### config.mk
export PLATFORM = sky130hd
export DESIGN_NAME = pc_unit
export DESIGN_NICKNAME = d
export VERILOG_FILES = /design/src/rtl/pc_unit.sv
export SDC_FILE = /design/constraint.sdc
export NUM_CORES = 1
export LEC_CHECK = 0
export ABC_AREA = 1
export CORE_MARGIN = 2
export CORE_UTILIZATION = 35
export DETAILED_ROUTE_END_ITERATION = 6
export DONT_BUFFER_PORTS = 1
export HOLD_SLACK_MARGIN = 0.12
export SLEW_MARGIN = 20
export SYNTH_ARGS = -nofsm -noshare
export SYNTH_HDL_FRONTEND = slang
export SYNTH_SLANG_ARGS = --single-unit
### constraint.sdc
create_clock -name clk -period 2.5 [get_ports clk]
set_input_delay 0.25 -clock clk [delete_from_list [all_inputs] [get_ports clk]]
set_output_delay 0.25 -clock clk [all_outputs]
set_load 0.02 [all_outputs]
### src/rtl/pc_unit.sv
// Fetch-stage program counter.
// Holds curPC and picks its next value from three sources, highest priority first:
// the mispredict redirect, the stall hold, and the normal nextPC / jump-register flow.
// A jump-register keeps the PC parked in JRWAIT for JR_WAIT edges before nextPC is taken.
//
// Handshake: there is no valid/ready pair here. stall is a hold request that freezes all
// state. fail is a one-edge redirect command that is taken on the edge it is high.
// pc_valid qualifies curPC for the instruction memory: the PC held during JRWAIT is not fetched.
module pc_unit #(
    parameter int                 WIDTH      = 32,
    parameter logic [WIDTH-1:0]   RESET_PC   = 32'h0000_3000,
    parameter int                 INSN_BYTES = 4,
    parameter int                 JR_WAIT    = 2,
    parameter int                 CNT_W      = 16
) (
    input  logic             clk,
    input  logic             reset,
    input  logic             stall,
    input  logic             fail,
    input  logic             JumpReg,
    input  logic [WIDTH-1:0] nextPC,
    input  logic [WIDTH-1:0] newPC,
    output logic [WIDTH-1:0] curPC,
    output logic             pc_valid,
    output logic             jr_busy,
    output logic [CNT_W-1:0] redirect_cnt
);

    typedef enum logic [0:0] {
        ST_RUN    = 1'b0,
        ST_JRWAIT = 1'b1
    } pc_state_e;

    // Clearing the low address bits aligns newPC to an instruction boundary.
    localparam logic [WIDTH-1:0] STEP       = WIDTH'(INSN_BYTES);
    localparam logic [WIDTH-1:0] ALIGN_MASK = ~(WIDTH'(INSN_BYTES - 1));
    localparam logic [3:0]       JR_WAIT_C  = 4'(JR_WAIT);

    pc_state_e        state_q, state_d;
    logic [3:0]       cnt_q, cnt_d;
    logic [WIDTH-1:0] pc_q, pc_d;
    logic [CNT_W-1:0] rcnt_q, rcnt_d;

    // State register: synchronous active-low reset, otherwise load the next state.
    always_ff @(posedge clk) begin
        if (!reset) begin
            state_q <= ST_RUN;
            cnt_q   <= 4'd0;
            pc_q    <= RESET_PC;
            rcnt_q  <= '0;
        end else begin
            state_q <= state_d;
            cnt_q   <= cnt_d;
            pc_q    <= pc_d;
            rcnt_q  <= rcnt_d;
        end
    end

    // Next-state logic: redirect beats stall, stall beats the normal RUN/JRWAIT flow.
    always_comb begin
        state_d = state_q;
        cnt_d   = cnt_q;
        pc_d    = pc_q;
        rcnt_d  = rcnt_q;

        if (fail) begin
            // Restart fetch after the mispredicted instruction; the add wraps naturally.
            pc_d    = (newPC & ALIGN_MASK) + STEP;
            state_d = ST_RUN;
            cnt_d   = 4'd0;
            if (rcnt_q != '1) begin
                rcnt_d = rcnt_q + CNT_W'(1);
            end
        end else if (!stall) begin
            case (state_q)
                ST_RUN: begin
                    if (JumpReg) begin
                        // First JumpReg edge: park the PC and start counting.
                        cnt_d   = 4'd1;
                        state_d = ST_JRWAIT;
                    end else begin
                        pc_d = nextPC;
                    end
                end
                ST_JRWAIT: begin
                    if (!JumpReg) begin
                        // Upstream dropped the jump: resume as a normal cycle.
                        pc_d    = nextPC;
                        cnt_d   = 4'd0;
                        state_d = ST_RUN;
                    end else if (cnt_q >= JR_WAIT_C) begin
                        pc_d    = nextPC;
                        cnt_d   = 4'd0;
                        state_d = ST_RUN;
                    end else begin
                        cnt_d = cnt_q + 4'd1;
                    end
                end
                default: begin
                    state_d = ST_RUN;
                    cnt_d   = 4'd0;
                end
            endcase
        end
    end

    // Outputs: registered values and decodes of the state register only.
    assign curPC        = pc_q;
    assign redirect_cnt = rcnt_q;
    assign pc_valid     = (state_q == ST_RUN);
    assign jr_busy      = (state_q == ST_JRWAIT);

endmodule

==> key figures <==
Run status
  • Outcome: complete, no violations

Setup path
  • Critical Path AT: 2.53 ns
  • Reg-to-reg endpoint: curPC[12]
  • Worst reg2reg setup slack: 0.22 ns
  • Number of cells traversed by the worst register-to-register path: 10
  • Critical Path Sink Type: flip-flop
  • Highest fanout seen on the critical path: 28
  • Critical path required time: 2.75 ns
  • Element type at the critical path start: flip-flop
  • WS Path Type: flip-flop to flip-flop
  • Reg-to-reg startpoint: cnt_q[0]

Finish
  • Number of antenna diodes: 0
  • Final Instance Count excl. Fillers: 697
  • Area delta synth->final: 10.7%
  • Fraction of final layout cells sized beyond drive strength 1: 0.0687
  • Layout Nets: 641
  • Final Core Density: 0.403

Min path
  • Source of the worst hold timing path: fail
  • Worst Hold Depth: 3
  • WHS Endpoint: curPC[1]
  • Hold Path Class: primary input to flip-flop

Route
  • Post-detailed-route via-to-cell ratio: 5.03
  • Final routed wire length divided by cell count: 14.7 um
  • Detailed Routing Iterations Pass 1: 4
  • Post-route DRC violation count: 0
  • Routed Antenna Nets: 0
  • Vias: 3507
  • Wirelength, routed: 10200 um
  • Count of routing violations after the opening detailed-route iteration: 89

Clock network
  • Level count of the clock H-tree: 2
  • Source-to-sink clock delay at the later pin of the worst-skew pair: 0.30 ns
  • Number of gates resized after cts: 0
  • TritonCTS buffer count: 5
  • Clock Sinks: 53
  • TritonCTS clock tree: yes
  • Clock transition at the registers of the reported paths: 0.10 ns
  • Maximum number of buffers from clock root to sink: 2
  • Clock tree root buffer cell: sky130_fd_sc_hd__clkbuf_8

Placement
  • Gpl congestion: 0.870
  • Count of input and output buffers: 0
  • Cells after DPL: 674
  • DPL Wire Length: 7830 um

Floorplan
  • Die height: 102 um
  • Placeable core region: 0.00933 sq mm
  • Horizontal die dimension: 102 um
  • Core Rows: 35
  • Starting density of the core: 0.364
  • Die area: 0.0105 sq mm
  • Ports placed on the boundary: 119

Logic synthesis
  • Area share of the largest cell type after synthesis: 0.313
  • Count leader, synth: sky130_fd_sc_hd__nand2_1
  • Post-Syn Area per Cell: 6.11 sq um
  • Mapped Area: 0.00339 sq mm
  • Number of flops mapped to enable cells by yosys: 0
  • Most instantiated flip-flop cell in the synthesis netlist: sky130_fd_sc_hd__dfxtp_1
  • Seq cells post-synth: 53
  • Mapped Cells: 556
  • Synth top area cells: sky130_fd_sc_hd__dfxtp_1 31%, sky130_fd_sc_hd__nand2_1 23%, sky130_fd_sc_hd__nor2_1 7.6%
  • Cell accounting for the most synthesized area: sky130_fd_sc_hd__dfxtp_1
  • Async set-reset flop share out of synthesis: 0
  • Synth cell count leaders: 211 x sky130_fd_sc_hd__nand2_1, 69 x sky130_fd_sc_hd__nor2_1, 53 x sky130_fd_sc_hd__dfxtp_1
  • Number of warning messages in the yosys log: 0
  • Proportion of synthesized chip area in sequential cells: 0.313
  • Total nets after synthesis: 629
  • Count of different cell masters after synthesis: 35

STA
  • Highest clock rate: 0.439 GHz
  • Transition time of the tightest slew-check pin: 0.609 ns
  • Setup TNS: 0 ns
  • Worst hold-check slack: 0.134 ns
  • Setup-failing EPs final: 0
  • Final count of pins violating max slew: 0
  • Final number of hold-violating endpoints: 0
  • Headroom to the max-slew limit: 0.593
  • Setup clock skew after layout: 0.00571 ns
  • Min cycle time layout: 2.28 ns
  • Unrepaired setup endpoints after global routing: no
  • Post-route clock period utilization: 0.912

Global routing
  • Remaining global-route overflow: 0
  • Maximum number of pins on one net before global-route repair: 29
  • Number of antenna violations at the first check in global routing: 0
  • GRT Resource Usage Total: 0.197
  • Wire length of the first global-routing pass: 16000 um
  • Vias in the first global route: 3268

Run
  • Max Cap Viol: 0

Power and ir drop
  • Worst supply voltage drop on vdd: 0.289 mV
  • Leakage power figure: 0.00149 uW
  • P per Cell Area: 469 mW/mm^2
-- state kept, by name (all words and copies together), names as in the netlist --
register	flops
cnt_q	4
curPC	32
jr_busy	1
redirect_cnt	16
-- logic make-up (layout without fill, tap and decap cells) --
family | after synthesis | count (layout) | share of synthesized area
buffers and inverters | 66 | 78 | 0.0826
XOR/XNOR | 11 | 11 | 0.0284
adder cells (fa/ha/maj) | 4 | 4 | 0.0147
AND/OR/NAND/NOR | 355 | 355 | 0.446
flip-flops | 53 | 53 | 0.313
AO/OA/AOI/OAI | 67 | 67 | 0.115
-- repair_timing --
item,CTS,global route
setup buffers,0,0
setup endpoints to repair,0,0
endpoints found under the hold margin,26,0
hold buffers,16,0
-- per-layer routing --
metal | global-route usage | vias up | part of all wire
met3 | 0.0622 | 9 | 0.096
met4 | 0.0451 | 0 | 0.011
met2 | 0.332 | 108 | 0.47
met1 | 0.245 | 1597 | 0.43
met5 | 0 | - | 0
li1 | - | 1793 | -
-- power by group --
part,leakage [uW],switching [uW],internal [uW]
sequential,0.000435,77.5,884
clock,0.0000540,284,292
combinational,0.000999,137,86.5
total,0.00149,498,1260
-- critical path, stage by stage (launching register included) --
cell and delay (ns):
sky130_fd_sc_hd__dfxtp_1 0.35, sky130_fd_sc_hd__inv_1 0.07, sky130_fd_sc_hd__ha_1 0.19, sky130_fd_sc_hd__inv_1 0.05
sky130_fd_sc_hd__nand4_1 0.16, sky130_fd_sc_hd__nand2_2 0.16, sky130_fd_sc_hd__nand2_2 0.09, sky130_fd_sc_hd__inv_2 0.39
sky130_fd_sc_hd__nand2_1 0.09, sky130_fd_sc_hd__nand4_1 0.11, sky130_fd_sc_hd__dlygate4sd3_1 0.55
-- stage by stage --
step           area [sq um]  total power (uW)  worst slack [ns]
2_1_floorplan          3390              1140             0.864
5_1_grt                3760              1860            0.0171
3_5_place_dp           3490              1180             0.609
6_report               3760              1760             0.220
4_1_cts                3760              1790             0.206
3_3_place_gp           3490              1170             0.663
-- cell usage in the layout (no fill, tap or decap), drive strengths merged --
| master | instances |
|---|---|
| a211oi | 1 |
| nand2 | 219 |
| inv | 52 |
| a21oi | 30 |
| xnor2 | 3 |
| clkbuf | 5 |
| bufinv | 1 |
| nor4 | 2 |
| dfxtp | 53 |
| dlygate4sd3 | 16 |
| nand3b | 1 |
| buf | 3 |
| o211ai | 3 |
| o21bai | 6 |
| a31oi | 8 |
| clkinv | 1 |
| nor2 | 83 |
| o21ai | 17 |
| a22oi | 1 |
| xor2 | 8 |
| nand3 | 35 |
| a221oi | 1 |
| nor3 | 8 |
| ha | 4 |
| nand4 | 7 |
-- layout make-up --
type / count / area (sq um)
multi-input combinational: 437 / 2050
clock inverter: 2 / 35.0
sequential: 53 / 1060
tap: 129 / 161
timing repair buffer: 19 / 183
fill: 1050 / 5570
inverter: 52 / 195
clock buffer: 5 / 68.8
-- worst max path at each step --
stage          depth (start not counted)            start          endpoint  slack, ns
6_report                              10         cnt_q[0]         curPC[12]       0.22
5_1_grt                               10         cnt_q[0]         curPC[12]       0.02
4_1_cts                               10         cnt_q[0]         curPC[12]       0.21
3_5_place_dp                           9  redirect_cnt[0]   redirect_cnt[3]       0.61
3_3_place_gp                           9  redirect_cnt[0]  redirect_cnt[14]       0.66
2_1_floorplan                          9  redirect_cnt[0]  redirect_cnt[14]       0.86
Note: power is estimated with default switching activity, not from simulation.
